## config.mk

```make
export PLATFORM = sky130hd
export DESIGN_NAME = reg_file_param
export DESIGN_NICKNAME = d
export VERILOG_FILES = /design/src/rtl/reg_file_param.sv
export SDC_FILE = /design/constraint.sdc
export NUM_CORES = 2
export LEC_CHECK = 0
export CAP_MARGIN = 15
export CELL_PAD_IN_SITES_DETAIL_PLACEMENT = 1
export CELL_PAD_IN_SITES_GLOBAL_PLACEMENT = 1
export CORE_AREA = 2 2 334 584
export CTS_CLUSTER_SIZE = 8
export DETAILED_ROUTE_END_ITERATION = 12
export DIE_AREA = 0 0 336 586
export HOLD_SLACK_MARGIN = 0.1
export PLACE_DENSITY_LB_ADDON = 0.1
export SYNTH_ARGS = -nofsm -noshare
export SYNTH_HDL_FRONTEND = slang
export SYNTH_SLANG_ARGS = --single-unit
```

## constraint.sdc

```tcl
create_clock -name clk -period 4.15 [get_ports clk]
set_clock_uncertainty 0.1 [all_clocks]
set_input_delay 0.6225 -clock clk [delete_from_list [all_inputs] [get_ports clk]]
set_output_delay 0.6225 -clock clk [all_outputs]
set_load 0.05 [all_outputs]
```

## src/rtl/reg_file_param.sv

```systemverilog
// Parametrised integer register file: two combinational read ports, one write port,
// hardwired-zero x0, same-cycle write bypass and a sequential clear engine.
//
// state   | meaning
// --------+-------------------------------------------------------------
// S_CLEAR | zeroing mem[cnt] each edge; array unusable, busy high
// S_IDLE  | normal operation; reads and writes allowed
module reg_file_param #(
  parameter int XLEN = 64,
  parameter int NREG = 32,
  localparam int AW = $clog2(NREG)
) (
  input  logic            clk,
  input  logic            reset,
  input  logic            clear,
  input  logic [AW-1:0]   rs1,
  input  logic [AW-1:0]   rs2,
  input  logic [AW-1:0]   rd,
  input  logic            RegWrite,
  input  logic [XLEN-1:0] WriteData,
  output logic [XLEN-1:0] ReadData1,
  output logic [XLEN-1:0] ReadData2,
  output logic            busy
);

  typedef enum logic {S_CLEAR, S_IDLE} state_t;

  state_t          state, state_nxt;
  logic [AW-1:0]   cnt, cnt_nxt;
  logic [XLEN-1:0] mem [NREG];
  logic            wr_accept;

  always_ff @(posedge clk or posedge reset) begin
    if (reset) begin
      state <= S_CLEAR;
      cnt   <= '0;
    end else begin
      state <= state_nxt;
      cnt   <= cnt_nxt;
    end
  end

  always_comb begin
    state_nxt = state;
    cnt_nxt   = cnt;
    case (state)
      S_CLEAR: begin
        cnt_nxt = cnt + 1'b1;
        if (cnt == AW'(NREG - 1)) begin
          state_nxt = S_IDLE;
          cnt_nxt   = '0;
        end
      end
      S_IDLE: begin
        if (clear) begin
          state_nxt = S_CLEAR;
          cnt_nxt   = '0;
        end
      end
      default: begin
        state_nxt = S_CLEAR;
        cnt_nxt   = '0;
      end
    endcase
  end

  assign busy      = (state == S_CLEAR);
  assign wr_accept = RegWrite && !busy && !clear && (rd != '0);

  // No reset on the array: the clear engine is what defines its contents.
  always_ff @(posedge clk) begin
    if (state == S_CLEAR)
      mem[cnt] <= '0;
    else if (wr_accept)
      mem[rd] <= WriteData;
  end

  always_comb begin
    if (busy || rs1 == '0)
      ReadData1 = '0;
    else if (wr_accept && rd == rs1)
      ReadData1 = WriteData;
    else
      ReadData1 = mem[rs1];
  end

  always_comb begin
    if (busy || rs2 == '0)
      ReadData2 = '0;
    else if (wr_accept && rd == rs2)
      ReadData2 = WriteData;
    else
      ReadData2 = mem[rs2];
  end

endmodule
```

==> results.ini <==
[outcome]
outcome=complete, no violations

[global_route]
grt_overflow=0
grt_pass1_wl_um=458800
antenna_found_initial=12
grt_pass1_vias=61310
grt_max_degree=65
grtUsageTotal_pct=33.40

[yosys]
synth.area.top_cells=edfxtp_1 (64%), mux4_2 (24%), mux2i_1 (2.4%)
syn_inst=4770
netlist_area_um2=95530
synth_edf_count=2048
ys_async_sr_fraction_pct=0.2921
synth_top_area_share_pct=64.38
synth_xor_area_share_pct=0.09168
synth_fa_ha_area_share_pct=0.02619
synth_cell_types=50
muxShareOfSynthArea_pct=26.74
yosys.area_share.simple_pct=2.030
syn_nets=4855
ys.flop_type=edfxtp_1
synth_common_cells=edfxtp_1 (2,048), mux4_2 (1,025), mux2i_1 (233)
synth_compound_area_share_pct=4.426
synth_top_cell_by_area=edfxtp_1
ys_seq_area_share_pct=64.53
synth-seq-cells=2054
ys_warn_count=0
synth_top_family_by_area=multiplexers
avgSynthCellArea_um2=20.03
yosysMostFrequentCell=edfxtp_1

[critical_path]
cp_data_required_time_ns=3.43
crit_fanout=42
end_kind=output port
crit_path_start_kind=register
worstPathArrival_ns=3.23
worstSetupPathType=register to output port

[final_layout]
instances_no_fill=7900
final_cell_area_um2=112900
drive_above_1_share_pct=36.79
synthToLayoutAreaGrowth_pct=18.23
fillers=16020
final_nets=5377

[clock_network]
cts-root-buf=clkbuf_16
clock_latency_ns=0.83
htree_levels=5
numClockSinks=2054
path_clk_slew_ns=0.05
cts_tree=done
postCtsSetupBuffers=0
clockBufferDepth=4
numCtsBuffers=298

[worst_hold_path]
min_path_type=primary input to register

[pwr]
switching_share_pct=27.77
ir_drop_v=0.0003954
clkPwrFrac_pct=36.2
p_sw_mw=16.37
p_total_mw=58.94
cellPowerDensity_nw_per_um2=521.9
leakagePower_nw=37.10
internal_power_mw=42.58
comb_power_share_pct=19.2
seqPwrFrac_pct=44.6

[sta]
rsz0062_at_grt=false
drv_slew=0
min_period_ns=3.950
fin_crit_sh_pct=95.17
hold_viol_final=0
slew_headroom_pct=24.51
clock.fmax_mhz=253.2
finalSetupViolCount=0
holdWs_ns=0.3700
worst_pin_slew_ns=1.132
setup_tns_ns=0

[floorplanning]
core_region_area_um2=192200
start_util_pct=49.72
fp.dieH_um=586
fp.dieW_um=336
row_count=213
die_area_um2=196900
io_pins=212

[placed_design]
io_buffers=211
dp_cells=7571
dp_hpwl_um=189500
placed_area_um2=105100
gp_congestion=0.8204

[routing]
avgViaCountPerCell=7.193
detail_route.wl_per_cell_um=41.11
drt_pass1_iterations=5
wirelength_um=324800
drt_iter0_drc=6447
vias=56820
drc=0
drtAntennaViolNets=0

[run]
maxCapViolCount=0

final timing paths:
kind,start,cells after the start,slack [ns],end
setup / recovery,state,7,0.20,ReadData1[27]
hold / removal,clear,2,0.37,state
setup reg to reg,state,4,1.03,mem[25][59]
hold reg to reg,state,1,0.51,state
max in group asynchronous,reset,3,3.26,state
min in group asynchronous,reset,3,0.47,cnt[4]
registers in the layout, summed over array words and instances (netlist names):
signal,flops
state,1
cnt,5
mem,2048
final cells by class:
| class | count | area (µm²) | share of cell area [%] |
|---|---|---|---|
| multi-input combinational | 2309 | 32160 | 28.47 |
| clock buffer | 313 | 7662 | 6.784 |
| tap | 2580 | 3228 | 2.858 |
| inverter | 4 | 15.01 | 0.01329 |
| sequential | 2054 | 61650 | 54.58 |
| timing repair buffer | 625 | 8089 | 7.162 |
| antenna | 3 | 7.507 | 0.006647 |
| clock inverter | 12 | 135.1 | 0.1196 |
power by group through the flow:
stage                     combinational, mW  sequential, mW  clock (mW)
after floorplan                        5.98            26.4           0
after global placement                 11.2            26.4           0
after detailed placement               11.3            26.6           0
after CTS                              11.3            26.3        21.6
after global routing                   11.7            26.4        22.3
final                                  11.3            26.3        21.3
cell families (layout without fill, tap and decap cells):
kind of cell	count (synthesis)	after routing
buf+inv	407	954
other cells	0	3
compound gates	620	620
mux	1269	1269
flops	2054	2054
fa+ha+maj	2	2
simple gates	408	408
xor+xnor	10	10
what timing repair did:
item | CTS | global route
pin swaps | 0 | 1
gates resized for setup | 2 | 0
setup endpoints to repair | 43 | 40
hold endpoints to repair | 6 | 0
hold buffers | 1 | 0
through the flow:
step	utilization, %	setup slack (ns)
after floorplan	-	-0.8367
after global placement	54.71	0.2394
after detailed placement	54.71	0.1766
after CTS	58.78	0.007583
after global routing	58.78	0.07662
final	58.78	0.2004
worst max-delay path, stage by stage, from the launching register on:
cell      delay (ns)
dfrtp_2         0.47
nand3b_1        0.27
a21o_1          0.30
nor4_4          0.31
a211oi_4        0.08
buf_12          0.20
a32o_1          0.42
buf_12          0.18
routing by layer:
metal	track usage (%)	wire length, µm	vias up
met4	13.16	13940	12
met2	56.42	164600	3117
met5	0	74	-
li1	-	-	21730
met1	43.41	118700	31210
met3	5.663	27500	753
placed cells by master, fill, tap and decap left out, drive strengths merged, types with 53 or more instances in the layout:
cell and n:
a21oi 149, a22oi 217, a32o 64, and2 67, buf 548, clkbuf 316, clkdlybuf4s50 73, edfxtp 2048
mux2i 233, mux4 1025, nand2 178, nor2 53, o21ai 99
No activity file was read; power rests on OpenSTA's default activity.
